==> src/rtl/tf_ide_pkg.sv <==
// Shared definitions for the IDE interrupt latch: snooped register
// addresses, the bus-snoop FSM encoding and the DEVCTL/INTREQ bit positions.
package tf_ide_pkg;

    localparam logic [31:0] REG_STATUS_ADDR = 32'h00DA_201C;
    localparam logic [31:0] REG_DEVCTL_ADDR = 32'h00DA_3018;
    localparam logic [31:0] REG_INTREQ_ADDR = 32'h00DF_F09C;

    // DEVCTL bits as they appear on D[15:8] (IDE byte lane)
    localparam int NIEN_BIT = 9;
    localparam int SRST_BIT = 10;

    // Paula INTREQ: bit 15 selects set (1) or clear (0), bit 3 is PORTS
    localparam int INTREQ_SETCLR_BIT = 15;
    localparam int INTREQ_PORTS_BIT  = 3;

    typedef enum logic [1:0] {
        BUS_IDLE   = 2'd0,
        BUS_DECODE = 2'd1,
        BUS_HOLD   = 2'd2
    } bus_state_e;

endpackage

==> src/rtl/irq_sync_filter.sv <==
// Synchroniser for the asynchronous IDE INTRQ line, optional stability
// filter (macro IDE_IRQ_FILTER_EN) and rising-edge detector producing a
// one-clock pending-set pulse. The detector stays disarmed until a real
// low level has been seen after reset, so a line that is already high
// when reset releases never produces an interrupt.
module irq_sync_filter
`ifdef IDE_IRQ_FILTER_EN
#(
    parameter int unsigned FILTER_CYCLES = 4
)
`endif
(
    input  logic clk_i,
    input  logic rst_ni,
    input  logic irq_i,
    output logic set_o
);

    logic sync1_q, sync2_q;
    logic vld1_q, vld2_q;
    logic level;
    logic prev_q;
    logic armed_q;
    logic set_q;

    // Two-flop synchroniser plus a matching valid pipe marking real samples
    always_ff @(posedge clk_i) begin
        if (!rst_ni) begin
            sync1_q <= 1'b0;
            sync2_q <= 1'b0;
            vld1_q  <= 1'b0;
            vld2_q  <= 1'b0;
        end else begin
            sync1_q <= irq_i;
            sync2_q <= sync1_q;
            vld1_q  <= 1'b1;
            vld2_q  <= vld1_q;
        end
    end

`ifdef IDE_IRQ_FILTER_EN
    localparam int CW = $clog2(FILTER_CYCLES + 1);
    localparam logic [CW-1:0] CNT_LAST = CW'(FILTER_CYCLES - 1);

    logic [CW-1:0] cnt_q, cnt_d;
    logic          acc_q, acc_d;

    // Accept a new level only after it has persisted FILTER_CYCLES clocks
    always_comb begin
        cnt_d = cnt_q;
        acc_d = acc_q;
        if (sync2_q == acc_q) begin
            cnt_d = '0;
        end else if (cnt_q == CNT_LAST) begin
            acc_d = sync2_q;
            cnt_d = '0;
        end else begin
            cnt_d = cnt_q + 1'b1;
        end
    end

    // Filter state register
    always_ff @(posedge clk_i) begin
        if (!rst_ni) begin
            cnt_q <= '0;
            acc_q <= 1'b0;
        end else begin
            cnt_q <= cnt_d;
            acc_q <= acc_d;
        end
    end

    assign level = acc_q;
`else
    assign level = sync2_q;
`endif

    // Edge detector: registered pulse on a 0->1 of the accepted level once armed
    always_ff @(posedge clk_i) begin
        if (!rst_ni) begin
            prev_q  <= 1'b0;
            armed_q <= 1'b0;
            set_q   <= 1'b0;
        end else begin
            prev_q  <= level;
            armed_q <= armed_q | (vld2_q & ~sync2_q & ~level);
            set_q   <= armed_q & level & ~prev_q;
        end
    end

    assign set_o = set_q;

endmodule

==> src/rtl/ide_irq_latch.sv <==
// IDE interrupt latch feeding INT2 (active low) to the INTREQR merge stage.
// Snoops 68030 bus cycles: a STATUS read, an SRST write to DEVCTL or a
// PORTS write-clear to Paula INTREQ clears the pending latch; DEVCTL writes
// also update the nIEN mask. A new interrupt in the same clock as a clear
// wins. Optional INTRQ stability filter: macro IDE_IRQ_FILTER_EN.
//
// Bus handshake: a cycle starts when AS20 is sampled low in IDLE (address
// and RW20 captured), the single event fires on the following clock if
// AS20 is still low (data sampled then), and the FSM waits in HOLD until
// AS20 returns high. AS20 high in DECODE aborts the cycle with no event.
module ide_irq_latch
    import tf_ide_pkg::*;
#(
    parameter logic [31:0] STATUS_ADDR = REG_STATUS_ADDR,
    parameter logic [31:0] DEVCTL_ADDR = REG_DEVCTL_ADDR,
    parameter logic [31:0] INTREQ_ADDR = REG_INTREQ_ADDR
`ifdef IDE_IRQ_FILTER_EN
    ,
    parameter int unsigned FILTER_CYCLES = 4
`endif
) (
    input  logic        CLK,
    input  logic        RESET,
    input  logic [31:0] A,
    input  logic [15:0] D,
    input  logic        AS20,
    input  logic        RW20,
    input  logic        IDE_INTRQ,
    output logic        INT2,
    output logic        IRQ_PENDING,
    output logic        NIEN
);

    bus_state_e state_q, state_d;
    logic hit_status_q, hit_status_d;
    logic hit_devctl_q, hit_devctl_d;
    logic hit_intreq_q, hit_intreq_d;
    logic rd_q, rd_d;
    logic nien_q, nien_d;
    logic pend_q, pend_d;
    logic int2_q, int2_d;
    logic clr;
    logic pending_set;

    // Data bits that carry no meaning for this block
    logic unused_d_bits;
    assign unused_d_bits = ^{D[14:11], D[8:4], D[2:0]};

`ifdef IDE_IRQ_FILTER_EN
    irq_sync_filter #(
        .FILTER_CYCLES(FILTER_CYCLES)
    ) u_sync (
`else
    irq_sync_filter u_sync (
`endif
        .clk_i (CLK),
        .rst_ni(RESET),
        .irq_i (IDE_INTRQ),
        .set_o (pending_set)
    );

    // Bus-snoop next state, one event per AS20 assertion, pending/mask update
    always_comb begin
        state_d      = state_q;
        hit_status_d = hit_status_q;
        hit_devctl_d = hit_devctl_q;
        hit_intreq_d = hit_intreq_q;
        rd_d         = rd_q;
        nien_d       = nien_q;
        clr          = 1'b0;
        unique case (state_q)
            BUS_IDLE: begin
                if (!AS20) begin
                    state_d      = BUS_DECODE;
                    hit_status_d = (A == STATUS_ADDR);
                    hit_devctl_d = (A == DEVCTL_ADDR);
                    hit_intreq_d = (A == INTREQ_ADDR);
                    rd_d         = RW20;
                end
            end
            BUS_DECODE: begin
                if (AS20) begin
                    state_d = BUS_IDLE;
                end else begin
                    state_d = BUS_HOLD;
                    if (rd_q && hit_status_q) begin
                        clr = 1'b1;
                    end else if (!rd_q && hit_devctl_q) begin
                        nien_d = D[NIEN_BIT];
                        clr    = D[SRST_BIT];
                    end else if (!rd_q && hit_intreq_q) begin
                        clr = ~D[INTREQ_SETCLR_BIT] & D[INTREQ_PORTS_BIT];
                    end
                end
            end
            BUS_HOLD: begin
                if (AS20) begin
                    state_d = BUS_IDLE;
                end
            end
            default: state_d = BUS_IDLE;
        endcase

        if (pending_set) begin
            pend_d = 1'b1;
        end else if (clr) begin
            pend_d = 1'b0;
        end else begin
            pend_d = pend_q;
        end

        int2_d = ~(pend_q & ~nien_q);
    end

    // State, latch, mask and INT2 registers
    always_ff @(posedge CLK) begin
        if (!RESET) begin
            state_q      <= BUS_IDLE;
            hit_status_q <= 1'b0;
            hit_devctl_q <= 1'b0;
            hit_intreq_q <= 1'b0;
            rd_q         <= 1'b0;
            nien_q       <= 1'b0;
            pend_q       <= 1'b0;
            int2_q       <= 1'b1;
        end else begin
            state_q      <= state_d;
            hit_status_q <= hit_status_d;
            hit_devctl_q <= hit_devctl_d;
            hit_intreq_q <= hit_intreq_d;
            rd_q         <= rd_d;
            nien_q       <= nien_d;
            pend_q       <= pend_d;
            int2_q       <= int2_d;
        end
    end

    assign INT2        = int2_q;
    assign IRQ_PENDING = pend_q;
    assign NIEN        = nien_q;

endmodule

==> config.mk <==
export PLATFORM = sky130hd
export DESIGN_NAME = ide_irq_latch
export DESIGN_NICKNAME = d
export VERILOG_FILES = /design/src/rtl/tf_ide_pkg.sv /design/src/rtl/irq_sync_filter.sv /design/src/rtl/ide_irq_latch.sv
export SDC_FILE = /design/constraint.sdc
export NUM_CORES = 1
export LEC_CHECK = 0
export CORE_MARGIN = 4
export CORE_UTILIZATION = 31
export DETAILED_ROUTE_END_ITERATION = 10
export PLACE_DENSITY = 0.78
export SLEW_MARGIN = 5
export SYNTH_ARGS = -nofsm -noshare
export SYNTH_HDL_FRONTEND = slang
export SYNTH_SLANG_ARGS = --single-unit
==> constraint.sdc <==
create_clock -name CLK -period 1.55 [get_ports CLK]
set_input_delay 0.2325 -clock CLK [delete_from_list [all_inputs] [get_ports CLK]]
set_output_delay 0.2325 -clock CLK [all_outputs]
set_load 0.005 [all_outputs]
## After elaboration in Yosys (flattened, before gate mapping)

Cells that the tools add are included.

- Input bits: 53
- Register bits: 16
- Output and inout port bits: 3

- Bitwise operators: 14
- Reductions and logical operators: 9
- Muxes and demuxes: 12
- Eq/ne operators: 7

Operators with widths:

| operator | number |
|---|---|
| == test 32 x 24 -> 1 bit, second input constant | 3 |
| 2-to-1 mux 1 bit | 8 |
| inverter 1 bit | 7 |
| AND 1 bit | 6 |
| 2-to-1 mux 2 bit | 3 |
| one-hot mux 2 bit (3 select lines) | 1 |
| inequality test 2 bit, second input constant | 2 |
| AND reduction 2 bit | 2 |
| AND reduction 4 bit | 1 |
| logical AND 1 bit | 3 |
| == test 2 x 1 -> 1 bit, second input constant | 1 |
| == test 2 bit, second input constant | 1 |
| logical NOT 2 bit | 1 |
| nonzero test 2 bit | 1 |
| logical NOT 1 bit | 1 |
| bitwise OR 1 bit | 1 |

## Depth between registers and ports, before layout

Gate-level depths: netlist of run 1.

- Word-level depth: 9
- Gate-level depth with buffers: 4

## By module

A second synthesis of run 1 with hierarchy kept.

- Cells, all modules: 69
- Area total of the unflattened synthesis: 676.9 sq um

Modules (own cells, without submodules):

| module | cells an instance | times used | area each (sq um) |
|---|---|---|---|
| ide_irq_latch | 55 | 1 | 483.0 |
| irq_sync_filter | 14 | 1 | 193.9 |

## Worst setup path after synthesis of run 1

No wires, ideal clock.

- Kind: register to register
- From: reg state_q[1]
- To: reg hit_devctl_q
- Data arrival time: 0.993 ns
- Stages on the path, launching flop included: 4
- Buffers on the path: 0
- Setup slack: 0.438 ns
- Cells stage by stage: dfxtp_1 > or3_2 > nand3_1 > o31ai_2

- Word-level cells in the longest chain between the ends: 2

Ends and longest elaborated chain:

| item | RTL line | text |
|---|---|---|
| start: declaration | ide_irq_latch.sv:34 | `bus_state_e state_q, state_d;` |
| start signal: assignment | ide_irq_latch.sv:127 | `state_q <= state_d;` |
| logical NOT 2 bit | ide_irq_latch.sv:71 | `unique case (state_q)` |
| AND reduction 2 bit (no source line) | - |  |
| end signal: assignment | ide_irq_latch.sv:129 | `hit_devctl_q <= hit_devctl_d;` |
| end: declaration | ide_irq_latch.sv:36 | `logic hit_devctl_q, hit_devctl_d;` |

No other way between the ends.
A chain may end at the register's enable or synchronous reset.

## Worst setup path after layout of run 1

- From: reg pend_q (netlist: IRQ_PENDING)
- To: out IRQ_PENDING

RTL lines:

| item | RTL line | text |
|---|---|---|
| start: declaration | ide_irq_latch.sv:40 | `logic pend_q, pend_d;` |
| start signal: assignment | ide_irq_latch.sv:133 | `pend_q <= pend_d;` |
| end: declaration | ide_irq_latch.sv:30 | `output logic IRQ_PENDING,` |

No word-level cell between the ends.

==> metrics.cfg, run 1 <==
[hold_path]
hp-class=reg -> reg
min_path_cells=1

[cells_and_area]
drive_gt1_share_pct=10.3
nets=171
layout.cells.non_filler=143
largest_reg_flops=2
antenna_cells=0
fill_cells=176
largest_register=state_q
syn_to_final_growth_pct=74.8
final_common_cell=clkdlybuf4s50_1
final_cell_mix=clkdlybuf4s50_1 (43), dfxtp_1 (16)

[clock_tree]
post_cts_buffers=0
cts_made_buffers=3
clock_latency_ns=0.27
clock_sinks=16
cts_root_buf=clkbuf_4
cts_hold_buf=0
cts_buffer_depth=2
path_clk_slew_ns=0.08
cts_tree=yes
htree_levels=1
cts_resized=0

[routing]
vias=660
drc=0
viasPerCell=4.62
routedWlPerCell_um=11.6
dr.first_iter.drc_count=6
route.final.wire_length_um=1650
dr.pass1.iters=4
drt.antenna.violating_nets=0

[worst_setup_path]
cp_num_cells=1
required_ns=1.32
critPathLaunchType=register
regToRegSetupSlack_ns=0.32
end_kind=output port
reg2reg_depth=4
critPathMaxStageDelay_ns=0.51
crit_chain=clkdlybuf4s50_1
critical-path-top-delay-family=buffers and inverters
critPathMaxFanout=3
cp.arrival_ns=1.14
path_buf_inv=1
crit_type=reg -> out
cpMaxStageDelayCell=clkdlybuf4s50_1

[place]
place_hpwl_um=1440
gp_congestion=0.723
io_buffers=43
post-place-cells=140

[floorplanning]
die_w_um=54.7
row_count=16
io_pins=56
core_um2=2020
dieHeight_um=54.7
start_util_pct=33.4
dieArea_um2=2990

[synth]
syn_inst=68
ys_seq_elements=16
synthesis.nets=121
yosysWarnings=0
ys_seq_area_share_pct=47.4
avgSynthCellArea_um2=9.94
synth.distinct_cells=34
netlist_area_um2=676

[sta]
clock-skew-final_ns=0.00375
hold_viol=0
worst_slew_pin_slew_ns=0.243
min_period_ns=1.37
slew-limit-headroom_pct=83.7
post-route-period-util_pct=88.4
finalSetupViolations=0
clock.fmax_mhz=730
grt_setup_unrepaired=no
drv_slew=0

[grt]
grt-ovfl-total=0
grt_max_degree=10
grt_pass1_vias=688
grt_pass1_wl_um=2830
grt.total_usage_pct=13.1
antenna_found_initial=0

[power]
ir_drop_uv=862
power_mw=0.783
p_per_area_nw_per_um2=663
power_leakage_nw=0.443

[flow_run]
drv_cap=0

[outcome]
outcome=finished, final reports clean

==> final cells by class <==
cell class              count  area, um^2  area share, %
inverters                   1        3.75          0.318
flip-flops and latches     16         320           27.1
repair buffers             46         453           38.3
multi-input cells          50         348           29.4
well taps                  27        33.8           2.86
clock buffers               3        22.5           1.91
==> routing by layer <==
metal  GRT usage, %  up-vias  routed length [um]
met5              0        -                   0
met2           23.6       24                 800
met3           4.36        0                 157
met4           3.73        0                   0
li1               -      345                   -
met1           14.4      291                 694
==> report_power, final <==
part           internal [mW]  switching [mW]  leakage [nW]
Clock                 0.0899           0.113        0.0138
Sequential             0.423         0.00732         0.131
Combinational          0.114          0.0355         0.299
==> kinds of logic after synthesis <==
group / count (synthesis) / synth area share (%)
buffers and inverters: 2 / 1.11
multiplexers: 1 / 1.48
flip-flops: 16 / 47.4
AO/OA/AOI/OAI: 9 / 9.44
XOR/XNOR: 1 / 1.30
AND/OR/NAND/NOR: 39 / 39.3
==> final timing paths <==
| path | endpoint | from |
|---|---|---|
| setup reg to reg | hit_devctl_q | state_q[1] |
| hold / removal | INT2 | IRQ_PENDING |
| setup / recovery | IRQ_PENDING | IRQ_PENDING |
| hold reg to reg | INT2 | IRQ_PENDING |
==> synth_stat cells <==
cell type  count  area share (%)
a21boi_0       1             1.1
a21oi_1        1            0.74
a41oi_1        1             1.3
and2_1         4             3.7
and2_2         1             1.1
and3_1         1            0.93
and3b_1        1             1.3
and4_1         1             1.3
and4b_1        1             1.5
clkbuf_1       1            0.56
dfxtp_1       16              47
inv_1          1            0.56
mux2i_1        1             1.5
nand2_1        4             2.2
nand2b_1       1            0.93
nand3_1        4             3.0
nand3b_1       3             3.3
nand4_1        1            0.93
nand4_2        1             1.9
nand4b_1       1             1.3
nor2_1         4             2.2
nor2b_1        2             1.9
nor3_1         1            0.74
nor3_2         1             1.5
nor3b_1        1             1.1
nor4_1         1            0.93
nor4b_1        1             1.3
nor4b_2        1             2.2
nor4bb_1       2             3.0
o21a_1         2             2.2
o21ai_0        3             2.2
o31ai_2        1             1.9
or3_2          1             1.1
xnor2_1        1             1.3
==> stage by stage <==
stage / hold WS [ns] / TNS, ns / util, % / cell area, um^2 / worst slack, ns
final: 0.431 / 0 / 58.4 / 1180 / 0.180
after global placement: 0.412 / -0.0447 / 57.3 / 1160 / -0.0447
after floorplan: 0.260 / 0 / - / 676 / 0.438
after CTS: 0.437 / 0 / 58.4 / 1180 / 0.158
after detailed placement: 0.415 / -0.151 / 57.3 / 1160 / -0.112
after global routing: 0.468 / 0 / 58.4 / 1180 / 0.124
No activity file was read; power rests on OpenSTA's default activity.
==> inputs of run 2 (changes only) <==
--- a/config.mk
+++ b/config.mk
@@ -8,6 +8,7 @@
 export CORE_MARGIN = 4
 export CORE_UTILIZATION = 31
 export DETAILED_ROUTE_END_ITERATION = 10
+export HOLD_SLACK_MARGIN = 0.03
 export PLACE_DENSITY = 0.78
 export SLEW_MARGIN = 5
 export SYNTH_ARGS = -nofsm -noshare
==> results of run 2 <==
Same layout as run 1: the final DEF is identical, and so are final timing and power.
